--- src/rtl/tlul_pkg.sv ---
// Minimal TL-UL channel types used by the sim SRAM log sink.
// Fixed 32-bit address/data, 4-bit byte mask, 8-bit source id.
package tlul_pkg;

  localparam logic [2:0] PutFullData    = 3'd0;
  localparam logic [2:0] PutPartialData = 3'd1;
  localparam logic [2:0] Get            = 3'd4;

  typedef struct packed {
    logic        a_valid;
    logic [2:0]  a_opcode;
    logic [2:0]  a_param;
    logic [1:0]  a_size;
    logic [7:0]  a_source;
    logic [31:0] a_address;
    logic [3:0]  a_mask;
    logic [31:0] a_data;
    logic        d_ready;
  } tl_h2d_t;

  typedef struct packed {
    logic        d_valid;
    logic [2:0]  d_opcode;
    logic [2:0]  d_param;
    logic [1:0]  d_size;
    logic [7:0]  d_source;
    logic        d_sink;
    logic [31:0] d_data;
    logic        d_error;
    logic        a_ready;
  } tl_d2h_t;

endpackage

--- src/rtl/sim_sram_log_sink.sv ---
// sim_sram_log_sink
// Passive snooper on the simulation-SRAM TL-UL port. Decodes a status
// mailbox word (drives a small test-status FSM) and a console mailbox word
// (bytes buffered in a ready/valid FIFO for the DV environment). Never
// drives TL.
//
// Ports:
//   clk_i, rst_i      clock, synchronous active-high reset
//   tl_h2d_i          snooped request channel
//   tl_d2h_i          snooped response channel (only a_ready used)
//   start_addr_i      sim SRAM base address (quasi-static)
//   log_valid_o/log_data_o/log_ready_i   console FIFO head
//   status_code_o     last accepted status value
//   test_done_o       FSM in PASSED or FAILED
//   test_passed_o     FSM in PASSED
//   write_cnt_o       accepted in-window writes
//   drop_cnt_o        console bytes dropped on a full FIFO (saturating)
//
// state     | meaning
// ----------+----------------------------------------------
// StIdle    | no in-window write seen since reset
// StRunning | test active, status not terminal yet
// StPassed  | PassCode written; status frozen until reset
// StFailed  | FailCode written; status frozen until reset
module sim_sram_log_sink
  import tlul_pkg::*;
#(
  parameter int                 AddrWidth    = 32,
  parameter int                 Width        = 32,
  parameter logic [AddrWidth-1:0] StatusOffset = 32'h0,
  parameter logic [AddrWidth-1:0] LogOffset    = 32'h4,
  parameter int                 LogDepth     = 16,
  parameter logic [15:0]        PassCode     = 16'h900D,
  parameter logic [15:0]        FailCode     = 16'hBAAD
) (
  input  logic                 clk_i,
  input  logic                 rst_i,
  input  tl_h2d_t              tl_h2d_i,
  input  tl_d2h_t              tl_d2h_i,
  input  logic [AddrWidth-1:0] start_addr_i,
  output logic                 log_valid_o,
  output logic [7:0]           log_data_o,
  input  logic                 log_ready_i,
  output logic [15:0]          status_code_o,
  output logic                 test_done_o,
  output logic                 test_passed_o,
  output logic [31:0]          write_cnt_o,
  output logic [15:0]          drop_cnt_o
);

  localparam int AlignBits = $clog2(Width / 8);
  localparam int PtrW      = $clog2(LogDepth);
  localparam int CntW      = PtrW + 1;
  localparam logic [CntW-1:0] FullCount = CntW'(LogDepth);

  typedef enum logic [1:0] {
    StIdle    = 2'd0,
    StRunning = 2'd1,
    StPassed  = 2'd2,
    StFailed  = 2'd3
  } state_e;

  state_e state_q;

  // Request decode
  logic                 fire;
  logic                 in_window;
  logic [AddrWidth-1:0] offset;
  logic                 status_addr_hit;
  logic                 log_addr_hit;
  logic                 status_wr;
  logic                 push_req;
  logic [15:0]          wr_code;
  logic                 terminal;

  assign fire = tl_h2d_i.a_valid & tl_d2h_i.a_ready &
                ((tl_h2d_i.a_opcode == PutFullData) |
                 (tl_h2d_i.a_opcode == PutPartialData));

  // Only the lower bound is checked; the window size belongs to the socket.
  assign in_window = (tl_h2d_i.a_address >= start_addr_i);
  assign offset    = tl_h2d_i.a_address - start_addr_i;

  assign status_addr_hit = fire & in_window &
      (offset[AddrWidth-1:AlignBits] == StatusOffset[AddrWidth-1:AlignBits]);
  // Status decode wins if both mailboxes share an address.
  assign log_addr_hit = fire & in_window & ~status_addr_hit &
      (offset[AddrWidth-1:AlignBits] == LogOffset[AddrWidth-1:AlignBits]);

  assign status_wr = status_addr_hit & (tl_h2d_i.a_mask[1:0] == 2'b11);
  assign push_req  = log_addr_hit & tl_h2d_i.a_mask[0];
  assign wr_code   = tl_h2d_i.a_data[15:0];
  assign terminal  = (state_q == StPassed) | (state_q == StFailed);

  // Test-status FSM with registered decodes
  always_ff @(posedge clk_i) begin
    if (rst_i) begin
      state_q       <= StIdle;
      status_code_o <= '0;
      test_done_o   <= 1'b0;
      test_passed_o <= 1'b0;
    end else if (fire && in_window && !terminal) begin
      if (status_wr && (wr_code == PassCode)) begin
        state_q       <= StPassed;
        test_done_o   <= 1'b1;
        test_passed_o <= 1'b1;
      end else if (status_wr && (wr_code == FailCode)) begin
        state_q       <= StFailed;
        test_done_o   <= 1'b1;
        test_passed_o <= 1'b0;
      end else begin
        state_q <= StRunning;
      end
      if (status_wr) begin
        status_code_o <= wr_code;
      end
    end
  end

  // Console FIFO
  logic [7:0]      mem_q [LogDepth];
  logic [PtrW-1:0] wr_ptr_q;
  logic [PtrW-1:0] rd_ptr_q;
  logic [CntW-1:0] count_q;
  logic            full;
  logic            pop;
  logic            push_ok;
  logic            drop;

  assign full        = (count_q == FullCount);
  assign log_valid_o = (count_q != '0);
  assign log_data_o  = mem_q[rd_ptr_q];
  assign pop         = log_valid_o & log_ready_i;
  // A same-cycle pop frees a slot for the incoming byte.
  assign push_ok     = push_req & (~full | pop);
  assign drop        = push_req & full & ~pop;

  always_ff @(posedge clk_i) begin
    if (rst_i) begin
      for (int i = 0; i < LogDepth; i++) begin
        mem_q[i] <= '0;
      end
      wr_ptr_q <= '0;
      rd_ptr_q <= '0;
      count_q  <= '0;
    end else begin
      if (push_ok) begin
        mem_q[wr_ptr_q] <= tl_h2d_i.a_data[7:0];
        wr_ptr_q        <= wr_ptr_q + 1'b1;
      end
      if (pop) begin
        rd_ptr_q <= rd_ptr_q + 1'b1;
      end
      case ({push_ok, pop})
        2'b10:   count_q <= count_q + 1'b1;
        2'b01:   count_q <= count_q - 1'b1;
        default: count_q <= count_q;
      endcase
    end
  end

  // Counters
  always_ff @(posedge clk_i) begin
    if (rst_i) begin
      write_cnt_o <= '0;
      drop_cnt_o  <= '0;
    end else begin
      if (fire && in_window) begin
        write_cnt_o <= write_cnt_o + 32'd1;
      end
      if (drop && (drop_cnt_o != 16'hFFFF)) begin
        drop_cnt_o <= drop_cnt_o + 16'd1;
      end
    end
  end

  logic unused_inputs;
  assign unused_inputs = ^{tl_h2d_i.a_param, tl_h2d_i.a_size, tl_h2d_i.a_source,
                           tl_h2d_i.a_mask[3:2], tl_h2d_i.a_data[31:16],
                           tl_h2d_i.d_ready, offset[AlignBits-1:0],
                           tl_d2h_i.d_valid, tl_d2h_i.d_opcode, tl_d2h_i.d_param,
                           tl_d2h_i.d_size, tl_d2h_i.d_source, tl_d2h_i.d_sink,
                           tl_d2h_i.d_data, tl_d2h_i.d_error};

endmodule

--- config.mk ---
export PLATFORM = sky130hd
export DESIGN_NAME = sim_sram_log_sink
export DESIGN_NICKNAME = d
export VERILOG_FILES = /design/src/rtl/tlul_pkg.sv /design/src/rtl/sim_sram_log_sink.sv
export SDC_FILE = /design/constraint.sdc
export NUM_CORES = 1
export LEC_CHECK = 0
export CAP_MARGIN = 20
export CELL_PAD_IN_SITES_DETAIL_PLACEMENT = 1
export CELL_PAD_IN_SITES_GLOBAL_PLACEMENT = 1
export CORE_ASPECT_RATIO = 0.7
export CORE_MARGIN = 1.5
export CORE_UTILIZATION = 37
export DETAILED_ROUTE_END_ITERATION = 7
export HOLD_SLACK_MARGIN = 0.05
export PLACE_DENSITY = 0.81
export SYNTH_ARGS = -nofsm -noshare
export SYNTH_HDL_FRONTEND = slang
export SYNTH_SLANG_ARGS = --single-unit
--- constraint.sdc ---
create_clock -name clk_i -period 4.15 [get_ports clk_i]
set_input_delay 0.415 -clock clk_i [delete_from_list [all_inputs] [get_ports clk_i]]
set_output_delay 0.415 -clock clk_i [all_outputs]
set_load 0.01 [all_outputs]
==> impl_results.md, run 1 <==
- Final Hold Fails: 0
- Commonest non-fill, non-tap cell in the layout: buf_4
- Initial DRC count: 920
- Total power per unit cell area: 300 nW/um^2
- Largest family of logic cells by synthesized area: simple AND/OR/NAND/NOR gates
- Core box area: 32600 sq um
- Total GRT Usage: 0.246
- # setup viols final: 2
- Leak: 6.90 nW
- RR Startpoint: count_q[0]$_SDFFE_PP0P_
- Most frequent cells in the layout: 211 x buf_4, 133 x and2_1, 128 x edfxtp_1, 116 x clkdlybuf4s50_1, 83 x dfxtp_1
- CTS Buf Count: 22
- Pins Over Slew Limit: 0
- Instance count of the mapped netlist: 1170
- Met1 track demand over resource: 0.340
- R2R depth: 10
- Clock Power Share: 0.348
- Vias in the first global route: 11300
- Sequential area share after synthesis: 0.448
- HP Class: primary input to register
- Drt pass-1 iters: 6
- Fraction of registers with async set/reset: 0
- CTS H-Tree Depth: 1
- CP arrival: 4.64 ns
- CP Capture Type: register
- Initial antenna violation count: 3
- Yosys reg bits: 212
- Int Pwr: 0.00385 W
- Die Footprint: 34500 sq um
- Largest net degree at the start of global routing: 56
- Post-synthesis simple-gate area fraction: 0.229
- Clock Tree Buf Depth: 3
- RD Place Congestion: 1.00
- Mapped cell area: 12300 sq um
- I/O Buffers: 163
- Clock slew at reported path FFs: 0.06 ns
- Worst vdd rail ir drop: 0.261 mV
- Sequential power share: 0.434
- Failing checks: setup timing
- Mux contribution to synthesized area: 0.0952
- Busiest layer in global routing: met2
- Clock Sinks: 212
- DR vias: 11300
- Final Worst Setup Slack: -0.0860 ns
- Via/cell ratio: 5.74
- Initial Util: 0.379
- Syn nets: 1386
- Layout cells sized above 1: 0.326
- Compound-Gate Fraction of Synth Area: 0.109
- Outcome: complete, but fails checks
- Die height: 156 microns
- Slew at the pin closest to its max-slew limit: 0.883 ns
- Synth Area in Adders: 0.0442
- Final TNS setup: -0.156 ns
- Max transition margin: 0.410
- Nets: 1745
- CTS root buffer: clkbuf_16
- Global Route met2 Usage: 0.383
- Switching Share: 0.275
- Post-synth EDFFs: 128
- CTS tree: done
- Hold depth: 2
- Cell row count: 55
- Post-Syn Area per Cell: 10.5 sq um
- Max cap viols: 0
- Startpoint types: primary input
- Comb pwr share: 0.219
- Xor/xnor share of the synthesized area: 0.0312
- Reg2reg setup slack: 1.07 ns
- Met3 GRT Util: 0.0697
- Register area: 5530 sq um
- Critical Path Fanout Max: 5
- Predominant post-synthesis flop cell: edfxtp_1
- Place WS: -0.901 ns
- Post-DP HPWL: 32200 microns
- Area Growth Syn to Fin: 43.7%
- Drt wl/cell: 24.1 microns
- Drt total wl: 47500 microns
- DRC: 0
- RSZ-0062 raised after global routing: true
- Die X: 221 microns
- Worst Skew: 0.0156 ns
- Filler cells: 3445
- Ratio of final minimum period to clock period: 1.02
- CP startpoint: start_addr_i[22]
- Synth warn: 0
- Global-route wire length before repair: 65900 microns
- CTS Hold Bufs: 0
- Synth unique cells: 92
- Max frequency: 0.236 GHz
- Worst Setup EP: count_q[4]$_SDFFE_PP0P_
- NetSw: 0.00146 W
- Period minus WS final: 4.24 ns
- RR Endpoint: count_q[4]$_SDFFE_PP0P_
- Multi-input gate area: 7240 sq um
- GRT Residual Overflow: 0
- Worst Setup Path Type: primary input to register
- Final ANT Viol Nets: 0
- # IOs: 248
- CP Data Required Time: 4.55 ns
- Clk_lat worst skew: 0.52 ns
-- timing repair --
item,in CTS,in global routing
pin swaps,37,60
gates resized for setup,72,176
setup endpoints to repair,99,279
setup buffers,13,27
-- routing by layer --
metal  wire, microns  part of all wire
met5              12           0.00025
met2           21000              0.44
met1           20500              0.43
met3            4130             0.087
met4            1810             0.038
-- critical path, cell delays in order --
cell,delay (ns)
clkdlybuf4s50_1,0.45
inv_1,0.07
ha_4,0.32
nand2_4,0.07
buf_12,0.14
nor3_4,0.25
o211ai_1,0.22
nand3_4,0.18
a21oi_4,0.08
xnor2_2,0.16
a2111o_1,0.45
nor4_4,0.35
nand2b_4,0.22
inv_6,0.05
fa_2,0.35
a21o_1,0.19
a21oi_2,0.13
mux2i_1,0.21
mux2_1,0.33
-- registers in the layout, summed over array words and instances, names as in the netlist, named ones only --
register / count
mem_q: 128
write_cnt_o: 32
drop_cnt_o: 16
status_code_o: 16
count_q: 5
rd_ptr_q: 4
wr_ptr_q: 4
state_q: 1
test_done_o: 1
test_passed_o: 1
-- kinds of logic (layout without fill, tap and decap cells) --
group,Yosys count,after routing
compound gates,201,201
xor+xnor,44,44
fa+ha+maj,43,43
buf+inv,110,482
flops,212,212
mux,67,67
other cells,0,1
simple gates,493,493
-- cell type report --
| class | count | share of cell area |
|---|---|---|
| Antenna cell | 1 | 0.000141 |
| Clock buffer | 31 | 0.0341 |
| Clock inverter | 6 | 0.00212 |
| Inverter | 50 | 0.0117 |
| Multi-Input combinational cell | 848 | 0.408 |
| Sequential cell | 212 | 0.312 |
| Tap cell | 427 | 0.0301 |
| Timing Repair Buffer | 395 | 0.202 |
-- how the worst min path moves through the flow --
stage                          startpoint                    endpoint  slack [ns]
4_1_cts                             rst_i    wr_ptr_q[1]$_SDFFE_PP0P_        0.37
3_3_place_gp   test_passed_o$_SDFFE_PP0P_  test_passed_o$_SDFFE_PP0P_        0.46
3_5_place_dp     test_done_o$_SDFFE_PP0P_    test_done_o$_SDFFE_PP0P_        0.47
2_1_floorplan     count_q[3]$_SDFFE_PP0P_     count_q[3]$_SDFFE_PP0P_        0.46
5_1_grt                             rst_i                    register        0.40
6_report                            rst_i                    register        0.38
-- power groups by stage --
stage	logic (W)	registers [W]	clock network, W
after floorplan	0.000424	0.00234	0
after global placement	0.000841	0.00234	0
after detailed placement	0.000865	0.00235	0
after CTS	0.000940	0.00231	0.00187
after global routing	0.00121	0.00231	0.00195
final	0.00116	0.00231	0.00185
-- Yosys cell counts, types with 4 or more instances --
master,count,area share
and3_1,13,0.0066
ha_1,42,0.043
inv_1,49,0.015
nor3_1,27,0.011
o21a_1,8,0.0049
or4_1,14,0.0085
and4_1,5,0.0035
a31oi_1,5,0.0025
xor2_1,17,0.012
dfxtp_1,84,0.14
nor3_2,12,0.0097
buf_6,7,0.0064
clkbuf_1,31,0.0094
or3_1,18,0.0091
edfxtp_1,128,0.31
o21ai_0,45,0.018
nand3_1,38,0.015
nor2b_1,4,0.0020
a21oi_1,57,0.023
mux2i_1,24,0.019
o22ai_1,5,0.0025
nand4_1,26,0.013
nor4_2,4,0.0041
mux4_2,40,0.073
nor2_1,82,0.025
buf_2,6,0.0024
clkbuf_8,5,0.0056
o31ai_1,8,0.0049
nand2_1,59,0.018
buf_1,7,0.0021
a21oi_2,4,0.0028
nor4_1,8,0.0041
nand2b_1,11,0.0056
o21bai_1,5,0.0030
xnor2_1,27,0.019
and2_1,133,0.067
o2111ai_1,6,0.0043
a21o_1,12,0.0073
or2_2,18,0.0091
o211ai_1,8,0.0049
-- stage by stage --
| step | instance area, sq um | util | hold slack (ns) | std cells | total power [W] |
|---|---|---|---|---|---|
| 2_1_floorplan | 12500 | - | 0.455 | 1170 | 0.00276 |
| 3_3_place_gp | 15800 | 0.485 | 0.456 | 1893 | 0.00319 |
| 3_5_place_dp | 15800 | 0.485 | 0.471 | 1893 | 0.00322 |
| 4_1_cts | 16800 | 0.518 | 0.366 | 1943 | 0.00512 |
| 5_1_grt | 17700 | 0.545 | 0.403 | 1970 | 0.00547 |
| 6_report | 17700 | 0.545 | 0.376 | 1970 | 0.00531 |
(Power assumes the default switching activity.)
==> inputs of run 2 (changes only) <==
--- a/config.mk
+++ b/config.mk
@@ -5,12 +5,11 @@
 export SDC_FILE = /design/constraint.sdc
 export NUM_CORES = 1
 export LEC_CHECK = 0
+export ABC_CLOCK_PERIOD_IN_PS = 4150
 export CAP_MARGIN = 20
-export CELL_PAD_IN_SITES_DETAIL_PLACEMENT = 1
-export CELL_PAD_IN_SITES_GLOBAL_PLACEMENT = 1
 export CORE_ASPECT_RATIO = 0.7
 export CORE_MARGIN = 1.5
-export CORE_UTILIZATION = 37
+export CORE_UTILIZATION = 48
 export DETAILED_ROUTE_END_ITERATION = 7
 export HOLD_SLACK_MARGIN = 0.05
 export PLACE_DENSITY = 0.81
==> impl_results.md, run 2 (same netlist as run 1, synthesis figures left out) <==
- Outcome: complete, but fails checks
- Failing checks: setup timing
- Initial antenna violation count: 0
- Final ANT Viol Nets: 0
- CTS Hold Bufs: 0
- Clock Sinks: 212
- CTS root buffer: clkbuf_16
- Max cap viols: 0
- CP Capture Type: register
- CP Data Required Time: 4.53 ns
- Clock Tree Buf Depth: 3
- Max frequency: 0.239 GHz
- Drt pass-1 iters: 5
- Largest net degree at the start of global routing: 73
- Most frequent cells in the layout: 238 x buf_4, 133 x and2_1, 128 x edfxtp_1, 115 x clkdlybuf4s50_1, 83 x dfxtp_1
- N_diodes: 0
- PnR Total Power: 0.00525 W
- Die Footprint: 26700 sq um
- Ratio of final minimum period to clock period: 1.01
- Critical Path Fanout Max: 9
- CP startpoint: start_addr_i[26]
- Largest regs: mem_q: 128 flops, write_cnt_o: 32 flops
- Filler cells: 1711
- Initial Util: 0.495
- Reg2reg setup slack: 1.23 ns
- Post-DP HPWL: 27700 microns
- Leak: 6.79 nW
- Global-route wire length before repair: 60300 microns
- Total power per unit cell area: 297 nW/um^2
- DR vias: 11100
- Drt wl/cell: 20.9 microns
- Startpoint types: primary input
- Layout cells sized above 1: 0.344
- Cell row count: 48
- Period minus WS final: 4.19 ns
- RD Place Congestion: 1.04
- DRC: 0
- RR Endpoint: count_q[4]$_SDFFE_PP0P_
- Clock slew at reported path FFs: 0.06 ns
- Largest Register: mem_q
- Slew at the pin closest to its max-slew limit: 0.833 ns
- Worst Setup EP: count_q[4]$_SDFFE_PP0P_
- Final TNS setup: -0.0420 ns
- Core box area: 24900 sq um
- Initial DRC count: 1096
- HP Class: primary input to register
- CTS H-Tree Depth: 1
- # IOs: 248
- Vias in the first global route: 10900
- Worst Setup Path Type: primary input to register
- Pins Over Slew Limit: 0
- Max FFs per register: 128
- Final Hold Fails: 0
- Worst Skew: 0.0156 ns
- Commonest non-fill, non-tap cell in the layout: buf_4
- # setup viols final: 1
- Die height: 137 microns
- I/O Buffers: 163
- Worst vdd rail ir drop: 0.318 mV
- Total GRT Usage: 0.292
- CP arrival: 4.58 ns
- RSZ-0062 raised after global routing: true
- CTS Buf Count: 21
- Final hold slack: 0.442 ns
- Max transition margin: 0.443
- Die X: 195 microns
- CTS tree: done
- Drt total wl: 39700 microns
- Area Growth Syn to Fin: 43.0%
- RR Startpoint: count_q[0]$_SDFFE_PP0P_
- Place WS: -1.05 ns
- Nets: 1769
- Final Worst Setup Slack: -0.0420 ns
- R2R depth: 10
- Clk_lat worst skew: 0.51 ns
- Via/cell ratio: 5.84
- GRT Residual Overflow: 0
-- run 2: worst max-delay path, cell delays in order --
cell and delay [ns]:
clkdlybuf4s50_1 0.50, inv_1 0.06, ha_2 0.42, nand4_1 0.22, a31oi_4 0.27, buf_4 0.15
xnor2_1 0.15, and4_1 0.25, a2bb2oi_2 0.17, nand4_1 0.20, nor4_4 0.33, nand2b_4 0.20
inv_4 0.05, fa_2 0.35, a21o_1 0.17, a21oi_2 0.13, mux2i_1 0.20, mux2_1 0.33
-- run 2: what timing repair did --
| action | CTS | global route |
|---|---|---|
| pin swaps | 65 | 44 |
| buffers inserted | 41 | 21 |
| endpoints found under the setup margin | 267 | 269 |
| resized for setup | 155 | 146 |
-- run 2: worst min path at each step --
stage / start / to / slack [ns] / depth (start not counted)
detailed placement: test_passed_o$_SDFFE_PP0P_ / test_passed_o$_SDFFE_PP0P_ / 0.46 / 2
floorplan: count_q[3]$_SDFFE_PP0P_ / count_q[3]$_SDFFE_PP0P_ / 0.46 / 2
global placement: test_passed_o$_SDFFE_PP0P_ / test_passed_o$_SDFFE_PP0P_ / 0.46 / 2
CTS: rst_i / write_cnt_o[8]$_SDFFE_PP0P_ / 0.45 / 2
global route: rst_i / write_cnt_o[7]$_SDFFE_PP0P_ / 0.48 / 2
finish: rst_i / write_cnt_o[8]$_SDFFE_PP0P_ / 0.44 / 2
-- run 2: final cells by class --
cell class	instances	area, sq um	share of cell area
multi-input cells	848	7260	0.411
flip-flops and latches	212	5530	0.313
repair buffers	420	3610	0.205
clock buffers	26	544	0.0308
well taps	325	407	0.0230
clock inverters	12	88.8	0.00503
inverters	50	208	0.0118
-- run 2: stage by stage --
| step | area [sq um] | cells | utilization |
|---|---|---|---|
| after CTS | 17100 | 1872 | 0.685 |
| after floorplan | 12500 | 1170 | - |
| after detailed placement | 15700 | 1793 | 0.628 |
| after global placement | 15700 | 1793 | 0.628 |
| after global routing | 17600 | 1893 | 0.708 |
| final | 17600 | 1893 | 0.708 |
-- run 2: per-layer routing --
| layer | GRT usage | wire length, microns | vias up |
|---|---|---|---|
| met4 | 0.0707 | 871 | 0 |
| met5 | 0 | 0 | - |
| met3 | 0.0914 | 4720 | 66 |
| met2 | 0.446 | 17100 | 571 |
| li1 | - | - | 5081 |
| met1 | 0.404 | 17000 | 5340 |
-- run 2: where the power goes --
group,switching (W),internal [W]
registers,0.0000193,0.00229
clock network,0.000811,0.000999
logic,0.000564,0.000567
==> inputs of run 3 (changes only) <==
--- a/config.mk
+++ b/config.mk
@@ -9,10 +9,12 @@
 export CAP_MARGIN = 20
 export CORE_ASPECT_RATIO = 0.7
 export CORE_MARGIN = 1.5
-export CORE_UTILIZATION = 48
+export CORE_UTILIZATION = 56
 export DETAILED_ROUTE_END_ITERATION = 7
+export DONT_BUFFER_PORTS = 1
 export HOLD_SLACK_MARGIN = 0.05
-export PLACE_DENSITY = 0.81
+export MAX_ROUTING_LAYER = met4
+export PLACE_DENSITY = 0.77
 export SYNTH_ARGS = -nofsm -noshare
 export SYNTH_HDL_FRONTEND = slang
 export SYNTH_SLANG_ARGS = --single-unit
==> impl_results.md, run 3 (same netlist as run 1, synthesis figures left out) <==
- Clock Sinks: 212
- RR Endpoint: count_q[4]$_SDFFE_PP0P_
- Max incr delay on CP: 0.48 ns
- Die X: 180 microns
- Ratio of final minimum period to clock period: 0.969
- Final TNS setup: 0 ns
- CTS tree: done
- Area Growth Syn to Fin: 18.8%
- Int Pwr: 0.00380 W
- Max transition margin: 0.463
- Total GRT Usage: 0.302
- Post-DP HPWL: 24000 microns
- DRC: 0
- Critical Path, Cell by Cell: inv_1 -> ha_1 -> a21oi_2 -> o21a_2 -> o221ai_2 -> or4_1 -> or4_4 -> nor4_4 -> nand4_1 -> nor4_4 -> nand2b_4 -> inv_4 -> fa_2 -> a21o_1 -> a21oi_2 -> mux2i_1 -> mux2_1
- Initial DRC count: 1226
- N_diodes: 0
- CP arrival: 4.42 ns
- RD Place Congestion: 1.01
- # IOs: 248
- I/O Buffers: 0
- Die height: 127 microns
- CTS H-Tree Depth: 1
- Startpoint types: primary input
- Die Footprint: 23000 sq um
- Drt pass-1 iters: 5
- Reg2reg setup slack: 1.13 ns
- CTS Buf Count: 22
- Leak: 5.61 nW
- Crit path max-delay cell type: or4_1
- Drt wl/cell: 20.9 microns
- Commonest non-fill, non-tap cell in the layout: buf_4
- Clock Tree Buf Depth: 3
- Drt total wl: 33600 microns
- DR vias: 9986
- Sequential power share: 0.459
- Switching Share: 0.243
- Largest regs: mem_q: 128 flops, write_cnt_o: 32 flops
- CP startpoint: start_addr_i[15]
- Nets: 1526
- Vias in the first global route: 9498
- Clk_lat worst skew: 0.52 ns
- CP Capture Type: register
- Cell row count: 45
- Worst Setup Path Type: primary input to register
- Global-route wire length before repair: 52800 microns
- Max cap viols: 0
- GRT Residual Overflow: 0
- Initial antenna violation count: 1
- # setup viols final: 0
- R2R depth: 10
- HP Class: primary input to register
- Initial Util: 0.569
- Hold path start: tl_h2d_i[6]
- NetSw: 0.00122 W
- Max FFs per register: 128
- Period minus WS final: 4.02 ns
- Critical Path Fanout Max: 4
- Largest Register: mem_q
- Pins Over Slew Limit: 0
- Worst Skew: 0.0240 ns
- Outcome: finished clean
- Max frequency: 0.249 GHz
- Layout cells sized above 1: 0.252
- CTS root buffer: clkbuf_16
- Clock slew at reported path FFs: 0.06 ns
- CP Data Required Time: 4.55 ns
- Largest net degree at the start of global routing: 76
- Clock Power Share: 0.396
- Worst vdd rail ir drop: 0.344 mV
- RR Startpoint: count_q[0]$_SDFFE_PP0P_
- Most frequent cells in the layout: 168 x buf_4, 133 x and2_1, 128 x edfxtp_1, 83 x dfxtp_1, 82 x nor2_1
- Via/cell ratio: 6.21
- Comb pwr share: 0.144
- Total power per unit cell area: 342 nW/um^2
- Slew at the pin closest to its max-slew limit: 0.795 ns
- PnR Total Power: 0.00502 W
- Core box area: 21700 sq um
- Final ANT Viol Nets: 0
- Final Hold Fails: 0
- Worst Setup EP: count_q[4]$_SDFFE_PP0P_
run 3: changes by cell type in the layout (fill, tap and decap cells not counted), sizes merged:
cell	change
buf	-92
dlygate4sd3	+5
dlygate4sd2	-10
clkbuf	-8
dlymetal6s2s	-11
bufinv	+1
clkdlybuf4s15	-6
clkinv	-4
inv	-2
clkdlybuf4s50	-115
run 3: worst min path at each step:
stage	endpoint	cells after the start
after floorplan	count_q[3]$_SDFFE_PP0P_	2
after global placement	state_q[1]$_SDFFE_PP0P_	1
after detailed placement	state_q[1]$_SDFFE_PP0P_	1
after CTS	status_code_o[9]$_SDFFE_PP0P_	2
after global routing	status_code_o[11]$_SDFFE_PP0P_	2
final	status_code_o[5]$_SDFFE_PP0P_	2
run 3: per-stage QoR:
step                utilization  hold WS [ns]  std cells  area, sq um  setup WS [ns]
finish                    0.676        0.0650       1608        14700          0.127
global route              0.676        0.0664       1608        14700       -0.00983
CTS                       0.672        0.0500       1606        14600         0.0205
detailed placement        0.635         0.478       1561        13800         -0.500
global placement          0.635         0.466       1561        13800         -0.432
floorplan                     -         0.455       1170        12500        -0.0872
run 3: metal layers:
metal,up-vias,GRT usage,part of all wire
li1,4594,-,-
met1,4853,0.429,0.44
met2,485,0.453,0.44
met3,54,0.0544,0.098
met4,0,0.0657,0.020
met5,-,-,0
run 3: worst max-delay path, delay by kind of cell:
kind	cells	cell delay (ns)
muxes	2	0.54
AOI/OAI and AO/OA	5	0.84
buffers and inverters	2	0.07
adders and majority gates	2	0.64
and+or+nand+nor	6	1.93
run 3: power groups by stage:
stage	logic, W	registers [W]	clock network [W]
after floorplan	0.000424	0.00234	0
after global placement	0.000663	0.00234	0
after detailed placement	0.000669	0.00235	0
after CTS	0.000694	0.00231	0.00200
after global routing	0.000778	0.00231	0.00209
final	0.000723	0.00231	0.00199
run 3: area by class of cell:
class / instances / area, sq um
clock inverters: 7 / 97.6
well taps: 282 / 353
clock buffers: 33 / 626
flip-flops and latches: 212 / 5530
fillers: 1559 / 7020
inverters: 50 / 205
multi-input cells: 848 / 6470
repair buffers: 176 / 1380
run 3: repair_timing:
action / in CTS / in global routing
setup endpoints to repair: 0 / 18
gates resized for setup: 0 / 13
setup buffers: 0 / 1
hold endpoints to repair: 78 / 1
hold buffers: 5 / 1
